==> src/rtl/keypad_pkg.sv <==
// keypad_pkg: shared types and helpers for the multi-tap keypad encoder.
//   key_code_t : decoded key function
//   state_t    : scan/debounce FSM states
//   group_base / group_size : ASCII base letter and tap-group length per letter key
//   onehot_idx / decode_key : (row, col) -> key function
package keypad_pkg;

  typedef enum logic [3:0] {
    KEY_ABC,
    KEY_DEF,
    KEY_GHI,
    KEY_JKL,
    KEY_MNO,
    KEY_PQRS,
    KEY_TUV,
    KEY_WXYZ,
    KEY_SUBMIT_LETTER,
    KEY_CLEAR,
    KEY_SUBMIT_WORD,
    KEY_NONE
  } key_code_t;

  typedef enum logic [1:0] {
    ST_SCAN,
    ST_DEBOUNCE,
    ST_PRESSED,
    ST_HOLD
  } state_t;

  localparam logic [7:0] BASE_ABC  = 8'h41;
  localparam logic [7:0] BASE_DEF  = 8'h44;
  localparam logic [7:0] BASE_GHI  = 8'h47;
  localparam logic [7:0] BASE_JKL  = 8'h4A;
  localparam logic [7:0] BASE_MNO  = 8'h4D;
  localparam logic [7:0] BASE_PQRS = 8'h50;
  localparam logic [7:0] BASE_TUV  = 8'h54;
  localparam logic [7:0] BASE_WXYZ = 8'h57;

  localparam logic [2:0] GROUP_SIZE_3 = 3'd3;
  localparam logic [2:0] GROUP_SIZE_4 = 3'd4;

  function automatic logic is_letter(key_code_t k);
    return k inside {KEY_ABC, KEY_DEF, KEY_GHI, KEY_JKL,
                     KEY_MNO, KEY_PQRS, KEY_TUV, KEY_WXYZ};
  endfunction

  function automatic logic [7:0] group_base(key_code_t k);
    case (k)
      KEY_ABC:  return BASE_ABC;
      KEY_DEF:  return BASE_DEF;
      KEY_GHI:  return BASE_GHI;
      KEY_JKL:  return BASE_JKL;
      KEY_MNO:  return BASE_MNO;
      KEY_PQRS: return BASE_PQRS;
      KEY_TUV:  return BASE_TUV;
      KEY_WXYZ: return BASE_WXYZ;
      default:  return 8'h00;
    endcase
  endfunction

  function automatic logic [2:0] group_size(key_code_t k);
    if (k == KEY_PQRS || k == KEY_WXYZ) return GROUP_SIZE_4;
    return GROUP_SIZE_3;
  endfunction

  // Index of the set bit in a one-hot nibble (0 when bit 0 or nothing is set).
  function automatic logic [1:0] onehot_idx(logic [3:0] v);
    if (v[3]) return 2'd3;
    if (v[2]) return 2'd2;
    if (v[1]) return 2'd1;
    return 2'd0;
  endfunction

  function automatic key_code_t decode_key(logic [1:0] row, logic [1:0] col);
    case ({row, col})
      4'b00_01: return KEY_ABC;
      4'b00_10: return KEY_DEF;
      4'b01_00: return KEY_GHI;
      4'b01_01: return KEY_JKL;
      4'b01_10: return KEY_MNO;
      4'b10_00: return KEY_PQRS;
      4'b10_01: return KEY_TUV;
      4'b10_10: return KEY_WXYZ;
      4'b11_00: return KEY_SUBMIT_LETTER;
      4'b11_01: return KEY_CLEAR;
      4'b11_10: return KEY_SUBMIT_WORD;
      default:  return KEY_NONE;
    endcase
  endfunction

endpackage

==> src/rtl/keypad_debounce.sv <==
// keypad_debounce: counts consecutive cycles with match high; done pulses on
// the N-th consecutive matching sample. Any mismatch or clear restarts the count.
// Ports:
//   clk, nRst : clock, async active-low reset
//   clear     : hold the counter at zero (owner FSM not in the watching state)
//   match     : current sample agrees with the reference
//   done      : N consecutive matching samples seen (combinational)
module keypad_debounce #(
  parameter int unsigned N = 20
) (
  input  logic clk,
  input  logic nRst,
  input  logic clear,
  input  logic match,
  output logic done
);

  localparam int unsigned CW = $clog2(N + 1);

  logic [CW-1:0] count;

  assign done = match && !clear && (count == CW'(N - 1));

  always_ff @(posedge clk or negedge nRst) begin
    if (!nRst) begin
      count <= '0;
    end else if (clear || !match || done) begin
      count <= '0;
    end else begin
      count <= count + 1'b1;
    end
  end

endmodule

==> src/rtl/keypad_multitap_encoder.sv <==
// keypad_multitap_encoder: scans a 4x4 matrix keypad, debounces presses and
// releases, and turns repeated taps of one key into a single ASCII letter.
// Ports:
//   clk            : 1 kHz system clock
//   nRst           : async active-low reset
//   rows[3:0]      : row sense lines for the strobed column
//   cols[3:0]      : one-hot column strobe
//   pending_letter : letter currently being tapped (0 when none)
//   pending_valid  : pending_letter is meaningful
//   letter         : last committed letter, held until the next commit
//   letter_valid   : 1-cycle strobe on commit
//   word_submit    : 1-cycle strobe on the submit-word key
//   key_error      : 1-cycle strobe on an illegal action
// Optional: define KEYPAD_AUTOCOMMIT_EN to commit the pending letter
// automatically when the tap timer runs out.
//
// state       | meaning
// ST_SCAN     | rotating column strobe, looking for a single closed row
// ST_DEBOUNCE | column frozen, counting identical row samples
// ST_PRESSED  | one cycle: decode key and apply its action
// ST_HOLD     | column frozen, waiting for a debounced release
module keypad_multitap_encoder
  import keypad_pkg::*;
#(
  parameter int unsigned SCAN_TICKS      = 2,
  parameter int unsigned DEBOUNCE_CYCLES = 20,
  parameter int unsigned TAP_TIMEOUT     = 1000
) (
  input  logic       clk,
  input  logic       nRst,
  input  logic [3:0] rows,
  output logic [3:0] cols,
  output logic [7:0] pending_letter,
  output logic       pending_valid,
  output logic [7:0] letter,
  output logic       letter_valid,
  output logic       word_submit,
  output logic       key_error
);

  localparam int unsigned SW = $clog2(SCAN_TICKS + 1);
  localparam int unsigned TW = $clog2(TAP_TIMEOUT + 1);

  state_t        state, state_next;
  logic [SW-1:0] scan_cnt;
  logic [3:0]    row_latch;
  logic [TW-1:0] tap_timer;
  key_code_t     pending_key;
  logic [1:0]    tap_idx;
  logic          press_done, release_done;
  logic          row_single;
  key_code_t     key;
  logic [2:0]    idx_inc;

  // Chords (several rows on one column) are never accepted as a press.
  assign row_single = (rows != 4'b0) && ((rows & (rows - 4'd1)) == 4'b0);
  assign key        = decode_key(onehot_idx(row_latch), onehot_idx(cols));
  assign idx_inc    = {1'b0, tap_idx} + 3'd1;

  assign pending_letter = pending_valid ? (group_base(pending_key) + {6'b0, tap_idx}) : 8'h00;

  keypad_debounce #(.N(DEBOUNCE_CYCLES)) u_press_db (
    .clk   (clk),
    .nRst  (nRst),
    .clear (state != ST_DEBOUNCE),
    .match (rows == row_latch),
    .done  (press_done)
  );

  keypad_debounce #(.N(DEBOUNCE_CYCLES)) u_release_db (
    .clk   (clk),
    .nRst  (nRst),
    .clear (state != ST_HOLD),
    .match (rows == 4'b0),
    .done  (release_done)
  );

  always_ff @(posedge clk or negedge nRst) begin
    if (!nRst) state <= ST_SCAN;
    else       state <= state_next;
  end

  always_comb begin
    state_next = state;
    case (state)
      ST_SCAN:     if (row_single) state_next = ST_DEBOUNCE;
      ST_DEBOUNCE: begin
        if (rows != row_latch) state_next = ST_SCAN;
        else if (press_done)   state_next = ST_PRESSED;
      end
      ST_PRESSED:  state_next = ST_HOLD;
      ST_HOLD:     if (release_done) state_next = ST_SCAN;
      default:     state_next = ST_SCAN;
    endcase
  end

  // Column strobe and row latch. Columns only move while scanning with no
  // single-row hit, so a candidate press keeps its column until released.
  always_ff @(posedge clk or negedge nRst) begin
    if (!nRst) begin
      cols      <= 4'b0001;
      scan_cnt  <= '0;
      row_latch <= 4'b0;
    end else if (state == ST_SCAN && !row_single) begin
      if (scan_cnt == SW'(SCAN_TICKS - 1)) begin
        scan_cnt <= '0;
        cols     <= {cols[2:0], cols[3]};
      end else begin
        scan_cnt <= scan_cnt + 1'b1;
      end
    end else begin
      scan_cnt <= '0;
      if (state == ST_SCAN) row_latch <= rows;
    end
  end

  // Key actions and the tap timer.
  always_ff @(posedge clk or negedge nRst) begin
    if (!nRst) begin
      tap_timer     <= '0;
      pending_key   <= KEY_NONE;
      tap_idx       <= '0;
      pending_valid <= 1'b0;
      letter        <= 8'h00;
      letter_valid  <= 1'b0;
      word_submit   <= 1'b0;
      key_error     <= 1'b0;
    end else begin
      letter_valid <= 1'b0;
      word_submit  <= 1'b0;
      key_error    <= 1'b0;
      if (tap_timer != TW'(TAP_TIMEOUT)) tap_timer <= tap_timer + 1'b1;

      if (state == ST_PRESSED) begin
        if (is_letter(key)) begin
          if (pending_valid && key == pending_key && tap_timer < TW'(TAP_TIMEOUT)) begin
            tap_idx <= (idx_inc == group_size(key)) ? 2'd0 : idx_inc[1:0];
          end else begin
            pending_key   <= key;
            tap_idx       <= 2'd0;
            pending_valid <= 1'b1;
          end
          tap_timer <= '0;
        end else begin
          case (key)
            KEY_SUBMIT_LETTER: begin
              if (pending_valid) begin
                letter        <= pending_letter;
                letter_valid  <= 1'b1;
                pending_valid <= 1'b0;
              end else begin
                key_error <= 1'b1;
              end
            end
            KEY_CLEAR:       pending_valid <= 1'b0;
            KEY_SUBMIT_WORD: word_submit   <= 1'b1;
            default:         key_error     <= 1'b1;
          endcase
        end
      end
`ifdef KEYPAD_AUTOCOMMIT_EN
      else if (pending_valid && tap_timer == TW'(TAP_TIMEOUT)) begin
        letter        <= pending_letter;
        letter_valid  <= 1'b1;
        pending_valid <= 1'b0;
      end
`endif
    end
  end

endmodule

==> config.mk <==
export PLATFORM = sky130hd
export DESIGN_NAME = keypad_multitap_encoder
export DESIGN_NICKNAME = d
export VERILOG_FILES = /design/src/rtl/keypad_pkg.sv /design/src/rtl/keypad_debounce.sv /design/src/rtl/keypad_multitap_encoder.sv
export SDC_FILE = /design/constraint.sdc
export NUM_CORES = 1
export LEC_CHECK = 0
export BUFFER_PORTS_ARGS = -buffer_cell sky130_fd_sc_hd__buf_2
export CAP_MARGIN = 20
export CORE_MARGIN = 3
export CORE_UTILIZATION = 45
export CTS_CLUSTER_SIZE = 10
export DETAILED_ROUTE_END_ITERATION = 8
export PLACE_DENSITY_LB_ADDON = 0.2
export SETUP_SLACK_MARGIN = 0.5
export SYNTH_ARGS = -nofsm -noshare
export SYNTH_HDL_FRONTEND = slang
export SYNTH_SLANG_ARGS = --single-unit
==> constraint.sdc <==
create_clock -name clk -period 7.5 [get_ports clk]
set_input_delay 0.75 -clock clk [delete_from_list [all_inputs] [get_ports clk]]
set_output_delay 0.75 -clock clk [all_outputs]
set_load 0.01 [all_outputs]
==> results of run 1 <==
[worst paths after layout]
kind	depth (start not counted)	to	slack, ps
setup / recovery	10	pending_letter[4]	3750
hold / removal	1	scan_cnt[0]	420
setup reg to reg	10	letter[4]	4550
hold reg to reg	1	scan_cnt[0]	420
max in group asynchronous	2	pending_key[2]	6530
min in group asynchronous	2	letter[5]	540
[critical path, delay by kind of cell (launching register included)]
kind,cells,cell delay (ps)
compound gates,2,700
xor+xnor,1,170
fa+ha+maj,3,920
buf+inv,3,290
flops,1,560
simple gates,1,60
[stage by stage]
stage          hold slack [ps]   util
2_1_floorplan              401      -
3_3_place_gp               410  0.500
3_5_place_dp               415  0.500
4_1_cts                    427  0.523
5_1_grt                    463  0.523
6_report                   423  0.523
[cell usage after synthesis (2+ instances only)]
library cell,instances,area (um^2)
buf_4,2,15.0
nand2b_1,7,43.8
inv_1,16,60.1
o211ai_1,2,15.0
nor2_1,35,131
o21ai_0,6,30.0
xnor2_1,8,70.1
nand3_1,12,60.1
o31ai_1,3,22.5
a211oi_1,3,22.5
dfstp_2,4,105
or3_1,5,31.3
o21ai_1,5,25.0
ha_1,13,163
nor3_1,10,50.1
nand4_1,3,18.8
nor3b_1,4,30.0
dfrtp_1,45,1130
xor2_1,13,114
clkbuf_1,4,15.0
o21a_1,3,22.5
nand2_1,12,45.0
a21oi_1,7,35.0
buf_6,3,33.8
or4_1,2,15.0
nor2b_1,2,12.5
mux2_4,5,75.1
buf_2,2,10.0
or2_2,2,12.5
a22oi_1,3,22.5
mux2i_1,6,60.1
mux2_2,5,56.3
mux2_1,3,33.8
and2_1,4,25.0
[state kept, by name, summed over array words and instances, names as in the netlist, named ones only]
register            cells
scan_cnt                2
word_submit             1
state                   1
pending_valid           1
tap_timer              10
tap_idx                 2
letter                  7
cols                    4
pending_key             4
letter_valid            1
u_press_db.count        5
u_release_db.count      5
key_error               1
row_latch               4
[cells in the final DEF (no fill, tap or decap), drive strengths merged, types with 5 or more instances in the layout]
master  netlist  layout
a21oi         7       7
buf           7      29
clkbuf        4       5
dfrtp        45      45
ha           13      13
inv          17      17
mux2         13      13
mux2i         6       6
nand2        12      12
nand2b        8       8
nand3        12      12
nor2         36      36
nor3         11      11
o21ai        11      11
or3           5       5
xnor2         8       8
xor2         13      13
[area by class of cell]
class / count / area [um^2]
Sequential cell: 49 / 1230
Clock inverter: 3 / 65.1
Clock buffer: 5 / 68.8
Inverter: 17 / 63.8
Tap cell: 75 / 93.8
Timing Repair Buffer: 29 / 150
Multi-Input combinational cell: 204 / 1460
Fill cell: 557 / 2860
[power by group through the flow]
stage	Combinational [uW]	Clock [uW]	Sequential (uW)
global placement	396	0	418
global route	454	240	431
detailed placement	406	0	419
CTS	407	229	415
finish	402	221	415
floorplan	337	0	388
[per-layer routing]
metal | vias to the layer above | GRT usage
li1 | 1011 | -
met2 | 35 | 0.256
met5 | - | 0
met1 | 936 | 0.197
met4 | 0 | 0.0460
met3 | 2 | 0.0417
[kinds of logic (layout without fill, tap and decap cells)]
kind of cell / count (synthesis) / after routing / share of synthesized area
buffers and inverters: 28 / 54 / 0.0487
XOR/XNOR: 21 / 21 / 0.0651
other: 1 / 2 / 0.00133
flip-flops: 49 / 49 / 0.436
AO/OA/AOI/OAI: 39 / 39 / 0.0930
multiplexers: 19 / 19 / 0.0797
AND/OR/NAND/NOR: 109 / 109 / 0.211
adder cells (fa/ha/maj): 14 / 14 / 0.0647
==> results.md, run 1 <==
* # hold bufs at CTS at 0
* Critical Path RT at between 6000 and 7000 ps
* First-pass GRT wire length at ~9000 um
* I/O pin count at 30
* Final setup violation count at 0
* CP max stage cell: dfstp_2
* Synth Cell Area at around 2800 um^2
* Setup WS pre-CTS at approximately 4000 ps
* Worst min path class: reg2reg
* Pint at 648 uW
* Final hold viol count at 0
* Max Used Layer: met4
* Placed Area at about 3000 um^2
* Syn Inst Count at 280
* Die width at roughly 85 um
* Initial antenna violation count at 0
* PortBufs at 27
* DRC violations left at 0
* Power, Total at roughly 1000 uW
* Skew final at ~11 ps
* Synth unique cells at 55
* Total number of vias at 1,984
* Number of clock sinks at 49
* Non-filler instance count after layout at 382
* Clock Latency Late Sink at 300 ps
* Gate power share at 0.387
* Post-cts gate resize count at 0
* Minimum clock period at around 3800 ps
* Part of the power in registers at 0.400
* TNS Setup at 0 ps
* Worst R2R Start: pending_key[0]
* Area delta synth->final at 10.9%
* Nets at roughly 330
* CP max FO at 6
* Share of layout cells above drive strength 1 at 0.195
* Setup Crit Path Kind: reg2out
* Largest net degree at the start of global routing at 50
* Post-Syn Area per Cell at 10.1 um^2
* Vias per std cell at ~5.2
* RSZ-0062 raised after global routing: no
* Post-CTS setup buffer count at 0
* Initial core utilization at 0.471
* Worst Setup Slack, final at 3750 ps
* Yosys warning total at 0
* GRT Overall Usage at 0.154
* Placed Cells at about 370
* CTS tree: done
* Grt ovf at 0
* Max clock buf depth at 2
* Met1 wire length at approximately 2400 um
* Max cap viols at 0
* Sw Pwr at approximately 390 uW
* Die Span Y at between 80 and 90 um
* Crit path cell chain: inv_1 > ha_1 > a211oi_1 > ha_1 > inv_1 > fa_1 > a2111oi_0 > xnor2_1 > nor2_1 > buf_2
* Power density over the cells at about 330 nW/um^2
* Met2 WL at 2430 um
* WL/cell at 13.2 um
* CP Data Arrival Time at roughly 3000 ps
* Fmax at approximately 0.27 GHz
* CP Capture Type: primary output
* DRT antenna net count at 0
* Violation count after the first detailed-routing iteration at 81
* Relative slew slack at 0.587
* Vias in the first global route at a little under 2,000
* Critical path startpoint category: register
* Post-DP HPWL at about 3700 um
* Post-Route WL at 5050 um
* Ys async rst share at 1.00
* Die ar. at between 7000 and 8000 um^2
* First-pass detailed-route iteration total at 4
* Final period utilization at 0.501
* Primary FF master, synth: dfrtp_1
* CP peak stage delay at roughly 560 ps
* Status: finished, final reports clean
* Root Buffer: clkbuf_8
* Number of flops mapped to enable cells by yosys at 0
* Max Transition Viols Final at 0
* Routability cong. at approximately 0.77
* Leak pwr at around 0.0015 uW
* Clock transition at the registers of the reported paths at around 90 ps
* Post-synthesis sequential area ratio at 0.436
* Hold Startpoint: scan_cnt[0]
* WL met3 at ~180 um
* Htree depth at 2
* Sw frac at 0.375
* Num CTS Buffers at 5
* Finished Cell Area at between 3000 and 4000 um^2
* Max rail drop VDD at roughly 0.00023 V
* Slew @ Worst Pin at approximately 620 ps
* N_diodes at 0
* Number of synthesized register bits at 49
* Beginning of the critical path: pending_key[0]
* Row cnt at 28
* Core Region at 5990 um^2
* Clock Power Share at 0.213
Note: power is estimated with default switching activity, not from simulation.
==> run 2: changes to the inputs <==
clock period = 3.35 ns   (was 7.5 ns; I/O delays follow)
==> results.md, run 2 (same netlist as run 1, synthesis figures left out) <==
* Status: finished, final reports clean
* Max rail drop VDD at between 0.0003 and 0.0004 V
* Area delta synth->final at 13.0%
* Reg with most FFs: tap_timer
* Leak pwr at about 0.0015 uW
* First-pass GRT wire length at between 9000 and 10,000 um
* Slew @ Worst Pin at roughly 640 ps
* Die Span Y at between 80 and 90 um
* Core Util, Final at 0.533
* Final setup violation count at 0
* CP max FO at 2
* Gate power share at 0.439
* Core Region at approximately 6000 um^2
* Skew final at ~7.2 ps
* Pint at about 1400 uW
* N_diodes at 0
* DRC violations left at 0
* Root Buffer: clkbuf_8
* Clock Power Share at 0.148
* Placed Area at 3000 um^2
* Max Transition Viols Final at 0
* Final period utilization at 0.857
* PortBufs at 27
* FF-to-FF setup slack at 650 ps
* # hold bufs at CTS at 0
* Minimum clock period at roughly 2900 ps
* Max clock buf depth at 2
* Initial core utilization at 0.471
* Relative slew slack at 0.571
* First-pass detailed-route iteration total at 4
* Sw frac at 0.399
* Vias in the first global route at approximately 2,000
* TNS Setup at 0 ps
* Largest regs: tap_timer x10, letter x7
* Setup WS pre-CTS at between 200 and 300 ps
* Total number of vias at 2,018
* Commonest non-fill, non-tap cell in the layout: dfrtp_1
* Number of clock sinks at slightly below 50
* Max FFs per register at 10
* Violation count after the first detailed-routing iteration at 110
* Part of the power in registers at 0.413
* Worst Setup Slack, final at 479 ps
* Die ar. at roughly 7300 um^2
* Num CTS Buffers at 5
* Largest net degree at the start of global routing at 30
* Finished Cell Area at about 3200 um^2
* R2R depth at 7
* CP Data Arrival Time at around 2500 ps
* Share of layout cells above drive strength 1 at 0.242
* Setup Crit Path Kind: reg2out
* Clock Latency Late Sink at around 290 ps
* Initial antenna violation count at 0
* Vias per std cell at 5.19
* CTS tree: done
* Max cap viols at 0
* Die width at 85.2 um
* Grt ovf at 0
* Final hold viol count at 0
* Row cnt at 28
* Routability cong. at 0.768
* Critical path startpoint category: register
* Critical Path RT at between 3000 and 4000 ps
* Fillers at 570
* WL/cell at about 13 um
* Nets at 333
* Reg2Reg Capture Point: letter[0]
* GRT Overall Usage at 0.157
* RSZ-0062 raised after global routing: yes
* Htree depth at 2
* Worst R2R Start: cols[3]
* Clock transition at the registers of the reported paths at ~90 ps
* Commonest cells after routing, fill and taps aside: 45 x dfrtp_1, 35 x nor2_1, 27 x buf_2
* CP Capture Type: primary output
* Power density over the cells at between 700 and 800 nW/um^2
* Fmax at 0.348 GHz
* Post-DP HPWL at about 3700 um
* Post-Route WL at a little over 5000 um
* I/O pin count at 30
* DRT antenna net count at 0
* Sw Pwr at roughly 900 uW
* Worst min path class: in2async
-- run 2: through the flow --
| step | power [uW] | hold slack [ps] | cells |
|---|---|---|---|
| after detailed placement | 1840 | 401 | 374 |
| after floorplan | 1620 | 39.4 | 281 |
| after CTS | 2260 | 75.0 | 387 |
| after global placement | 1820 | 407 | 374 |
| final | 2250 | 53.3 | 389 |
| after global routing | 2450 | 94.3 | 389 |
-- run 2: worst max-delay path by stage --
stage	from	to	slack [ps]
4_1_cts	pending_key[1]	pending_letter[4]	430
6_report	pending_key[1]	pending_letter[4]	480
2_1_floorplan	pending_key[0]	letter[4]	520
5_1_grt	pending_key[1]	pending_letter[4]	300
3_3_place_gp	pending_key[0]	pending_letter[4]	360
3_5_place_dp	pending_key[0]	pending_letter[4]	250
-- run 2: power by group through the flow --
stage	Clock, uW	Sequential (uW)	Combinational (uW)
floorplan	0	869	754
global placement	0	936	887
detailed placement	0	940	896
CTS	352	928	979
global route	372	960	1120
finish	335	930	989
-- run 2: layer usage --
metal	track usage	part of all wire
met1	0.209	0.48
met2	0.252	0.48
met3	0.0408	0.034
met4	0.0475	0.0089
met5	0	0
-- run 2: layout make-up --
class	count	area (um^2)	area share
multi-input cells	204	1520	0.476
flip-flops and latches	49	1230	0.386
repair buffers	36	203	0.0635
well taps	75	93.8	0.0294
clock buffers	8	80.1	0.0251
inverters	17	66.3	0.0208
-- run 2: critical path: stages, from the launching register on --
cell	delay [ps]
dfstp_2	540
inv_2	50
ha_4	240
a211oi_2	200
ha_2	220
inv_2	40
fa_2	390
a2111oi_4	210
xnor2_1	100
nor2_1	120
buf_2	150
-- run 2: repair_timing --
action | CTS | global route
pin swaps | 7 | 3
resized for setup | 11 | 4
setup buffers | 5 | 2
endpoints found under the setup margin | 5 | 9
hold endpoints to repair | 0 | 0
==> run 3: changes to the inputs <==
CELL_PAD_IN_SITES_DETAIL_PLACEMENT = 2   (was default)
CELL_PAD_IN_SITES_GLOBAL_PLACEMENT = 2   (was default)
CORE_UTILIZATION = 34   (was 45)
SKIP_LAST_GASP = 1   (was default)
==> results.md, run 3 (same netlist as run 1, synthesis figures left out) <==
* Final period utilization at 0.886
* Vias in the first global route at 2,398
* Leak pwr at 0.00151 uW
* Vias per std cell at 5.08
* Power density over the cells at 747 nW/um^2
* Relative slew slack at 0.570
* Die ar. at between 9000 and 10,000 um^2
* CP Data Arrival Time at between 2000 and 3000 ps
* Fmax at between 0.3 and 0.4 GHz
* TNS Setup at 0 ps
* Placed Area at 3030 um^2
* Max rail drop VDD at 0.000378 V
* Total number of vias at ~2,100
* Max FFs per register at 10
* Max cap viols at 0
* Clock Latency Late Sink at ~300 ps
* # hold bufs at CTS at 0
* Num CTS Buffers at 5
* CP Capture Type: primary output
* Hold slack at between 40 and 50 ps
* DRC violations left at 0
* Commonest non-fill, non-tap cell in the layout: dfrtp_1
* Critical path startpoint category: register
* N_diodes at 0
* Largest regs: tap_timer x10, letter x7
* Worst min path class: in2async
* FF-to-FF setup slack at between 600 and 700 ps
* DRT antenna net count at 0
* Status: finished, final reports clean
* Placed Cells at about 400
* Max clock buf depth at 2
* Root Buffer: clkbuf_8
* Die Span Y at roughly 100 um
* Routability cong. at between 0.7 and 0.8
* Initial antenna violation count at 0
* R2R depth at 7
* Finished Cell Area at about 3300 um^2
* Initial core utilization at 0.358
* Row cnt at 32
* Final hold viol count at 0
* I/O pin count at 30
* Grt ovf at 0
* Core Region at between 7000 and 8000 um^2
* PortBufs at 27
* CTS tree: done
* CP max FO at 2
* Worst R2R Start: cols[3]
* Nets at around 340
* First-pass detailed-route iteration total at 3
* Minimum clock period at approximately 3000 ps
* Share of layout cells above drive strength 1 at 0.259
* Slew @ Worst Pin at about 640 ps
* Clock transition at the registers of the reported paths at approximately 90 ps
* Final setup violation count at 0
* Commonest cells after routing, fill and taps aside: 45 x dfrtp_1, 35 x nor2_1, 27 x buf_2
* Skew final at a little under 10 ps
* Largest net degree at the start of global routing at 28
* Post-Route WL at 6820 um
* Number of clock sinks at 49
* WL/cell at 16.3 um
* Htree depth at 2
* Area delta synth->final at 16.6%
* Non-filler instance count after layout at ~420
* First-pass GRT wire length at 11,900 um
* Reg2Reg Capture Point: letter[4]
* Critical Path RT at ~3000 ps
* RSZ-0062 raised after global routing: yes
* Max Transition Viols Final at 0
* GRT Overall Usage at 0.154
* Post-DP HPWL at approximately 4900 um
* Die width at a little under 100 um
* Reg with most FFs: tap_timer
* Setup Crit Path Kind: reg2out
* Violation count after the first detailed-routing iteration at 36
[run 3: cell count changes in the layout (fill, tap and decap cells not counted)]
cell	before	now
buf_4	9	11
buf_6	0	1
bufinv_16	0	1
clkbuf_1	3	1
clkbuf_8	5	6
ha_1	11	10
ha_2	1	2
or2_2	2	1
or2_4	0	1
[run 3: stage by stage]
stage,utilization,total power [uW],worst slack [ps]
final,0.418,2460,382
after global routing,0.418,2690,202
after CTS,0.415,2480,389
after detailed placement,0.384,1900,201
after global placement,0.384,1860,314
after floorplan,-,1620,519
[run 3: worst max path at each step]
stage / to / startpoint / cells past startpoint / slack (ps)
2_1_floorplan: letter[4] / pending_key[0] / 10 / 520
3_3_place_gp: pending_letter[4] / pending_key[0] / 10 / 310
3_5_place_dp: pending_letter[4] / pending_key[0] / 10 / 200
4_1_cts: pending_letter[4] / pending_key[0] / 10 / 390
5_1_grt: pending_letter[4] / pending_key[0] / 10 / 200
6_report: pending_letter[4] / pending_key[0] / 10 / 380
[run 3: timing repair]
| item | in CTS | in global routing |
|---|---|---|
| buffers inserted | 9 | 1 |
| pin swaps | 8 | 3 |
| resized for setup | 15 | 3 |
| setup endpoints to repair | 9 | 10 |
[run 3: area by class of cell]
type,count,area [um^2]
clock inverters,1,30.0
multi-input cells,204,1520
fillers,864,4590
flip-flops and latches,49,1230
inverters,17,66.3
clock buffers,7,86.3
repair buffers,39,229
well taps,102,128
[run 3: metal layers]
layer | part of all wire | global-route usage
met1 | 0.45 | 0.187
met2 | 0.51 | 0.277
met3 | 0.029 | 0.0294
met4 | 0.013 | 0.0432
met5 | 0 | 0
[run 3: where the power goes]
| group | internal (uW) | switching (uW) | total, uW |
|---|---|---|---|
| registers | 735 | 205 | 940 |
| clock network | 244 | 204 | 448 |
| logic | 501 | 570 | 1070 |
| total | 1480 | 980 | 2460 |
[run 3: critical path, cell delays in order (launching register included)]
cell and delay (ps):
dfstp_2 570, inv_4 50, ha_4 230, a211oi_2 210, ha_2 230, inv_2 40
fa_2 380, a2111oi_4 210, xnor2_1 110, nor2_1 140, buf_2 150
